File: src/rtl/cache_byte_valid_tracker.sv
`default_nettype none
// ============================================================================
// Module   : cache_byte_valid_tracker
// Purpose  : Per-byte readability bits for every word, way and index of the
//            data cache. Refill/store paths set bits, line invalidation
//            clears them, and lookups report whether the requested bytes of
//            a word are readable. A clear sweep runs after every reset, and
//            lookup hit/miss statistics are kept.
// Revision : 1.0  initial release
// ============================================================================
module cache_byte_valid_tracker #(
  parameter int ADDR_WIDTH = 6,
  parameter int WAYS       = 4,
  parameter int WORD_BYTES = 4,
  parameter int CNT_WIDTH  = 16,
  localparam int WAY_W     = $clog2(WAYS)
) (
  input  logic                  clk,
  input  logic                  rst,
  output logic                  busy,
  input  logic                  lk_valid,
  input  logic [ADDR_WIDTH-1:0] lk_addr,
  input  logic [WAY_W-1:0]      lk_way,
  input  logic [WORD_BYTES-1:0] lk_byteEnable,
  output logic                  lk_respValid,
  output logic                  lk_hit,
  output logic [WORD_BYTES-1:0] lk_validBits,
  input  logic                  set_enable,
  input  logic [ADDR_WIDTH-1:0] set_addr,
  input  logic [WAY_W-1:0]      set_way,
  input  logic [WORD_BYTES-1:0] set_byteEnable,
  input  logic                  inv_enable,
  input  logic [ADDR_WIDTH-1:0] inv_addr,
  input  logic [WAY_W-1:0]      inv_way,
  input  logic                  inv_allWays,
  output logic [CNT_WIDTH-1:0]  stat_lookups,
  output logic [CNT_WIDTH-1:0]  stat_misses
);

  localparam int                  c_DEPTH    = 2 ** ADDR_WIDTH;
  localparam logic [ADDR_WIDTH-1:0] c_LAST_IDX = '1;
  localparam logic [CNT_WIDTH-1:0]  c_CNT_MAX  = '1;

  typedef enum logic [0:0] {
    CLEAR = 1'b0,
    IDLE  = 1'b1
  } state_t;

  state_t                  r_state;
  state_t                  w_stateNext;
  logic [ADDR_WIDTH-1:0]   r_sweepIdx;
  logic [WORD_BYTES-1:0]   r_valid [WAYS][c_DEPTH];

  logic                    r_respValid;
  logic                    r_hit;
  logic [WORD_BYTES-1:0]   r_validBits;
  logic [CNT_WIDTH-1:0]    r_lookups;
  logic [CNT_WIDTH-1:0]    r_misses;

  logic                    w_idle;
  logic                    w_accept;
  logic [WORD_BYTES-1:0]   w_lkCur;
  logic [WORD_BYTES-1:0]   w_lkSet;
  logic                    w_lkInv;
  logic [WORD_BYTES-1:0]   w_lkNext;
  logic                    w_lkHit;

  assign w_idle   = (r_state == IDLE);
  assign w_accept = w_idle && lk_valid;

  // State register: reset always restarts the clear sweep.
  always_ff @(posedge clk) begin
    if (rst) begin
      r_state <= CLEAR;
    end else begin
      r_state <= w_stateNext;
    end
  end

  // Next-state: leave CLEAR once the last index has been zeroed.
  always_comb begin
    w_stateNext = r_state;
    case (r_state)
      CLEAR:   if (r_sweepIdx == c_LAST_IDX) w_stateNext = IDLE;
      IDLE:    w_stateNext = IDLE;
      default: w_stateNext = CLEAR;
    endcase
  end

  // Sweep index advances one entry per cycle while clearing.
  always_ff @(posedge clk) begin
    if (rst) begin
      r_sweepIdx <= '0;
    end else if (r_state == CLEAR) begin
      r_sweepIdx <= r_sweepIdx + 1'b1;
    end
  end

  // Valid-bit array: sweep clears, otherwise set ORs in and invalidate wins.
  always_ff @(posedge clk) begin
    if (!rst) begin
      for (int w = 0; w < WAYS; w++) begin
        for (int a = 0; a < c_DEPTH; a++) begin
          if (r_state == CLEAR) begin
            if (r_sweepIdx == ADDR_WIDTH'(a)) r_valid[w][a] <= '0;
          end else if (inv_enable && inv_addr == ADDR_WIDTH'(a) &&
                       (inv_allWays || inv_way == WAY_W'(w))) begin
            r_valid[w][a] <= '0;
          end else if (set_enable && set_addr == ADDR_WIDTH'(a) &&
                       set_way == WAY_W'(w)) begin
            r_valid[w][a] <= r_valid[w][a] | set_byteEnable;
          end
        end
      end
    end
  end

  // Write-first view of the looked-up entry, including same-cycle set/inv.
  always_comb begin
    w_lkCur  = r_valid[lk_way][lk_addr];
    w_lkSet  = (set_enable && set_addr == lk_addr && set_way == lk_way) ?
               set_byteEnable : '0;
    w_lkInv  = inv_enable && inv_addr == lk_addr &&
               (inv_allWays || inv_way == lk_way);
    w_lkNext = w_lkInv ? '0 : (w_lkCur | w_lkSet);
    w_lkHit  = ((w_lkNext & lk_byteEnable) == lk_byteEnable);
  end

  // Lookup response: registered one cycle after acceptance, held otherwise.
  always_ff @(posedge clk) begin
    if (rst) begin
      r_respValid <= 1'b0;
      r_hit       <= 1'b0;
      r_validBits <= '0;
    end else begin
      r_respValid <= w_accept;
      if (w_accept) begin
        r_hit       <= w_lkHit;
        r_validBits <= w_lkNext;
      end
    end
  end

  // Saturating lookup and miss counters.
  always_ff @(posedge clk) begin
    if (rst) begin
      r_lookups <= '0;
      r_misses  <= '0;
    end else if (w_accept) begin
      if (r_lookups != c_CNT_MAX) r_lookups <= r_lookups + 1'b1;
      if (!w_lkHit && r_misses != c_CNT_MAX) r_misses <= r_misses + 1'b1;
    end
  end

  assign busy         = (r_state == CLEAR);
  assign lk_respValid = r_respValid;
  assign lk_hit       = r_hit;
  assign lk_validBits = r_validBits;
  assign stat_lookups = r_lookups;
  assign stat_misses  = r_misses;

endmodule
`default_nettype wire

File: config.mk
export PLATFORM = sky130hd
export DESIGN_NAME = cache_byte_valid_tracker
export DESIGN_NICKNAME = d
export VERILOG_FILES = /design/src/rtl/cache_byte_valid_tracker.sv
export SDC_FILE = /design/constraint.sdc
export NUM_CORES = 2
export LEC_CHECK = 0
export ABC_AREA = 1
export BUFFER_PORTS_ARGS = -buffer_cell sky130_fd_sc_hd__buf_2
export CAP_MARGIN = 20
export CORE_MARGIN = 2
export CORE_UTILIZATION = 55
export DETAILED_ROUTE_END_ITERATION = 6
export GPL_TIMING_DRIVEN = 1
export PLACE_DENSITY_LB_ADDON = 0.15
export SLEW_MARGIN = 0
export SYNTH_ARGS = -nofsm -noshare
export SYNTH_HDL_FRONTEND = slang
export SYNTH_SLANG_ARGS = --single-unit
File: constraint.sdc
create_clock -name clk -period 3.1 [get_ports clk]
set_input_delay 0.155 -clock clk [delete_from_list [all_inputs] [get_ports clk]]
set_output_delay 0.155 -clock clk [all_outputs]
set_load 0.02 [all_outputs]
# After elaboration in Yosys (flattened, before gate mapping)
# Memory sizes are Yosys's and may differ from the RTL's.
# Cells that the tools add are included.
totals:
  ff_bits: 45
  ramBits: 1024
  in_bits: 38
  out_inout_bits: 39
  elab_cells: 4723
  mem_count: 1
memory_table:
  columns: ["memory", "depth", "word_bits", "read_ports", "rd_ports_with_merged_regs", "wr", "line_no", "rtl"]
  rows:
  - ["r_valid", 4, 256, 5, 0, 4, "52", "logic [WORD_BYTES-1:0] r_valid [WAYS][c_DEPTH];"]
classes:
  add_sub_neg: 3
  order_cmp: 1
  n_eq_ne: 202
  n_mux: 3078
  bitwise: 772
  n_reduce_logical: 659
op_table:
  columns: ["op", "count"]
  rows:
  - ["1-bit 2-to-1 mux", 2560]
  - ["4-bit 2-to-1 mux", 516]
  - ["4-bit OR", 257]
  - ["1-bit logical AND", 646]
  - ["6-bit == test, second input constant", 96]
  - ["1-bit OR", 512]
  - ["6-bit by 5-bit == test with 1-bit output, second input constant", 48]
  - ["6-bit by 4-bit == test with 1-bit output, second input constant", 24]
  - ["6-bit by 3-bit == test with 1-bit output, second input constant", 12]
  - ["6-bit by 2-bit == test with 1-bit output, second input constant", 6]
  - ["16-bit by 1-bit adder with 16-bit output, second input constant", 2]
  - ["16-bit != test, second input constant", 2]
  - ["4-bit binary-select mux with 6-bit select", 1]
  - ["6-bit by 1-bit == test with 1-bit output, second input constant", 3]
  - ["6-bit logical NOT", 3]
  - ["6-bit == test", 2]
  - ["2-bit == test, second input constant", 4]
  - ["7-bit >= comparator, second input constant", 1]
  - ["6-bit NOT with 7-bit output", 1]
  - ["6-bit by 1-bit adder with 6-bit output, second input constant", 1]
  - ["1-bit logical OR", 5]
  - ["4-bit bitwise AND", 1]
  - ["2-bit by 1-bit == test with 1-bit output, second input constant", 2]
  - ["2-bit == test", 2]
  - ["6 further kinds", 8]

# Depth between registers and ports, before layout
depth:
  depth_word: 11
  depth_mapped: 24
  mapped_depth_nobuf: 20

# Least setup slack after synthesis
# Ideal clock, no wire load.
synth_path:
  path_type: "register to register"
  from: "register r_state"
  to: "memory r_valid[3][10] in the netlist's numbering, enable pin"
  setup_time_ns: 0.382
  arrival_time_ns: 1.964
  t_required_ns: 2.718
  path_slack_ns: 0.753
  stages_incl_launch_ff: 9
  n_path_buf: 4
  synth_period_minus_slack_ns: 2.347
  path_cell_list: "dfxtp_1 buf_2 inv_2 nor2_1 inv_1 clkbuf_1 clkbuf_1 clkbuf_1 o311ai_0"
synth_lines:
  columns: ["element", "line_no", "rtl"]
  rows:
  - ["start: declaration", "49", "state_t r_state;"]
  - ["start signal: assignment", "76", "r_state <= w_stateNext;"]
  - ["end: declaration", "52", null]

==> flow_metrics.tcl <==
set metrics [dict create \
    fin_skew_ns 0.04033 \
    synth_cell_type_count 39 \
    dp_slack_ns -0.02137 \
    leakage_nw 24.87 \
    synth_warnings 0 \
    rows 118 \
    synthCells 6998 \
    wl_per_cell_um 22.96 \
    required_ns 3.52 \
    path_class "reg2reg" \
    groute.usage.overall_pct 35.72 \
    internal-power_w 0.02429 \
    switchingPower_w 0.007844 \
    cap_violations 0 \
    stdcell_area_um2 64380 \
    dp_hpwl_um 125300 \
    antenna_found_initial 11 \
    totalWireLength_um 195100 \
    clock-root-buffer "clkbuf_16" \
    outcome "complete, but fails checks" \
    violations "DRC" \
    ant_nets 0 \
    firstDrtPassIters 7 \
    worstPathMaxFanout 11 \
    worst_slew_pin_slew_ns 1.075 \
    fin_ws_ns 0.1740 \
    initial_core_util_pct 55.54 \
    clockBufferDepth 3 \
    insertion_delay_ns 0.73 \
    ys_seq_elements 1069 \
    combinationalPowerShare_pct 8.3 \
    yosys-top-cells-area "edfxtp_1, nor2_1, nand3_1, nand2_1, o211ai_1" \
    fmax_mhz 341.8 \
    yosysSeqAreaShare_pct 54.99 \
    crit_path_end_kind "flop" \
    synthTopCellsByCount "nor2_1, nand2_1, nand3_1" \
    layout-drive-gt1-share_pct 7.482 \
    finalSetupViolations 0 \
    cts_buffers 115 \
    tns_ns 0 \
    vias 52800 \
    clkTransAtPathRegs_ns 0.06 \
    htree_num_levels 3 \
    clock_sinks 1069 \
    synth_largest_area_cell "edfxtp_1" \
    synth_top_cell_area_share_pct 53.42 \
    io_pins 77 \
    arrival_ns 3.35 \
    utilization_pct 62.12 \
    overflow 0 \
    grt_start_max_net_pins 142 \
    syn_nets 7042 \
    async_flop_share_pct 0 \
    slew_headroom_pct 27.43 \
    synth_edf_count 1024 \
    hold_class "in2reg" \
    fin_crit_sh_pct 94.39 \
    cp-start-kind "flop" \
    rsz0062_at_grt "no" \
    vdd_drop_max_mv 0.5905 \
    crit_path_max_incr_delay_ns 0.55 \
    die-area_um2 107300 \
    synth_area_um2 57560 \
    placed_area_um2 60500 \
    ys.flop_type "edfxtp_1" \
    portBuffers 76 \
    finalHoldViolCount 0 \
    place_congestion 0.9910 \
    fin_nets 7057 \
    slowest_stage "inv_1" \
    drc_errors 1 \
    pwr-share-seq_pct 48.7 \
    grt_pass1_wl_um 294000 \
    die_width_um 327.5 \
    switching_share_pct 24.41 \
    min_period_ns 2.926 \
    viasPerCell 6.213 \
    grt_pass1_vias 49160 \
    powerDensity_nw_per_um2 499.1 \
    synthToLayoutAreaGrowth_pct 11.85 \
    cts_tree "built" \
    finalMaxSlewViolations 0 \
    postSynthAreaPerCell_um2 8.225 \
    totalPowerFinal_w 0.03213 \
    die_y_um 327.5 \
    pwr-share-clk_pct 43.0 \
    drt_first_iter_violations 8018 \
    path_cells "buf_4 > nor2_1 > inv_1 > nor2_1 > nand2_1 > inv_1 > nand2_1 > o311ai_0 > clkbuf_2" \
    core_um2 103600 \
    post_cts_buffers 0 \
    synth_most_common_cell "nor2_1" \
]
## worst paths after layout
path	from	to	slack, ns	depth (start not counted)
worst max-delay path	r_state$_SDFF_PP0_	r_valid[0][212]$_SDFFCE_PN0P_	0.17	9
worst min-delay path	set_byteEnable[1]	r_valid[3][177]$_SDFFCE_PN0P_	0.04	3
worst max register to register	r_state$_SDFF_PP0_	r_valid[0][212]$_SDFFCE_PN0P_	0.17	9
worst min register to register	stat_lookups[13]$_SDFFE_PP0P_	stat_lookups[13]$_SDFFE_PP0P_	0.49	2
## stage by stage
stage               instances  hold WS, ns
finish                   8498      0.03699
global route             8494      0.05603
CTS                      8472      0.02018
detailed placement       8252       0.4185
global placement         8251       0.4105
floorplan                6998       0.2983
## registers in the layout, indices dropped and copies added, names as in the netlist
| signal | count |
|---|---|
| stat_misses | 16 |
| r_valid | 1024 |
| r_state | 1 |
| lk_validBits | 4 |
| lk_respValid | 1 |
| lk_hit | 1 |
| r_sweepIdx | 6 |
| stat_lookups | 16 |
## worst max-delay path, delay by kind of cell, from the launching register on
| family | cells | cell delay, ns |
|---|---|---|
| simple gates | 4 | 0.77 |
| compound gates | 1 | 0.27 |
| flops | 1 | 0.43 |
| buf+inv | 4 | 1.15 |
## timing repair
item,in CTS,in global routing
hold buffers,6,0
endpoints found under the hold margin,51,0
gates resized for setup,0,1
setup endpoints to repair,0,1
## power by group through the flow
stage	registers, W	clock network [W]	logic, W
floorplan	0.0159	0	0.00151
global placement	0.0160	0	0.00253
detailed placement	0.0160	0	0.00254
CTS	0.0156	0.0139	0.00255
global route	0.0156	0.0144	0.00278
finish	0.0156	0.0138	0.00266
## placed cells by master (no fill, tap or decap), types with 18 or more instances in the layout
cell type and count:
clkinv_1 25, clkinv_2 26, nor2_1 2272, nand2_1 1356, buf_4 176, buf_12 70
o21ai_0 37, o211ai_1 248, edfxtp_1 1024, nand3_1 1169, inv_1 166, dfxtp_1 45
buf_2 68, clkbuf_1 27, o311ai_0 104, clkbuf_16 118, a21oi_1 33, clkbuf_2 18
## cell type report
type	instances	area [um2]
Clock buffer	149	3109
Timing Repair Buffer	346	3324
Clock inverter	65	595.6
Fill cell	9218	39260
Multi-Input combinational cell	5299	23240
Antenna cell	8	20.02
Sequential cell	1069	31650
Inverter	182	716.9
Tap cell	1380	1727
## layer usage
| layer | wire length, um | GRT usage, % | vias up |
|---|---|---|---|
| met3 | 26120 | 7.575 | 591 |
| met5 | 26 | 0 | - |
| met2 | 85590 | 54.50 | 3618 |
| li1 | - | - | 23880 |
| met4 | 10460 | 18.00 | 4 |
| met1 | 72900 | 48.47 | 24710 |
## cells by family (layout without fill, tap and decap cells)
family / Yosys count / count (layout) / synth area share [%]
compound gates: 445 / 445 / 5.734
xor+xnor: 7 / 7 / 0.1065
fa+ha+maj: 6 / 6 / 0.1304
buf+inv: 630 / 742 / 4.760
flops: 1069 / 1069 / 54.99
other cells: 0 / 8 / 0
simple gates: 4841 / 4841 / 34.28
No activity file was read; power rests on OpenSTA's default activity.
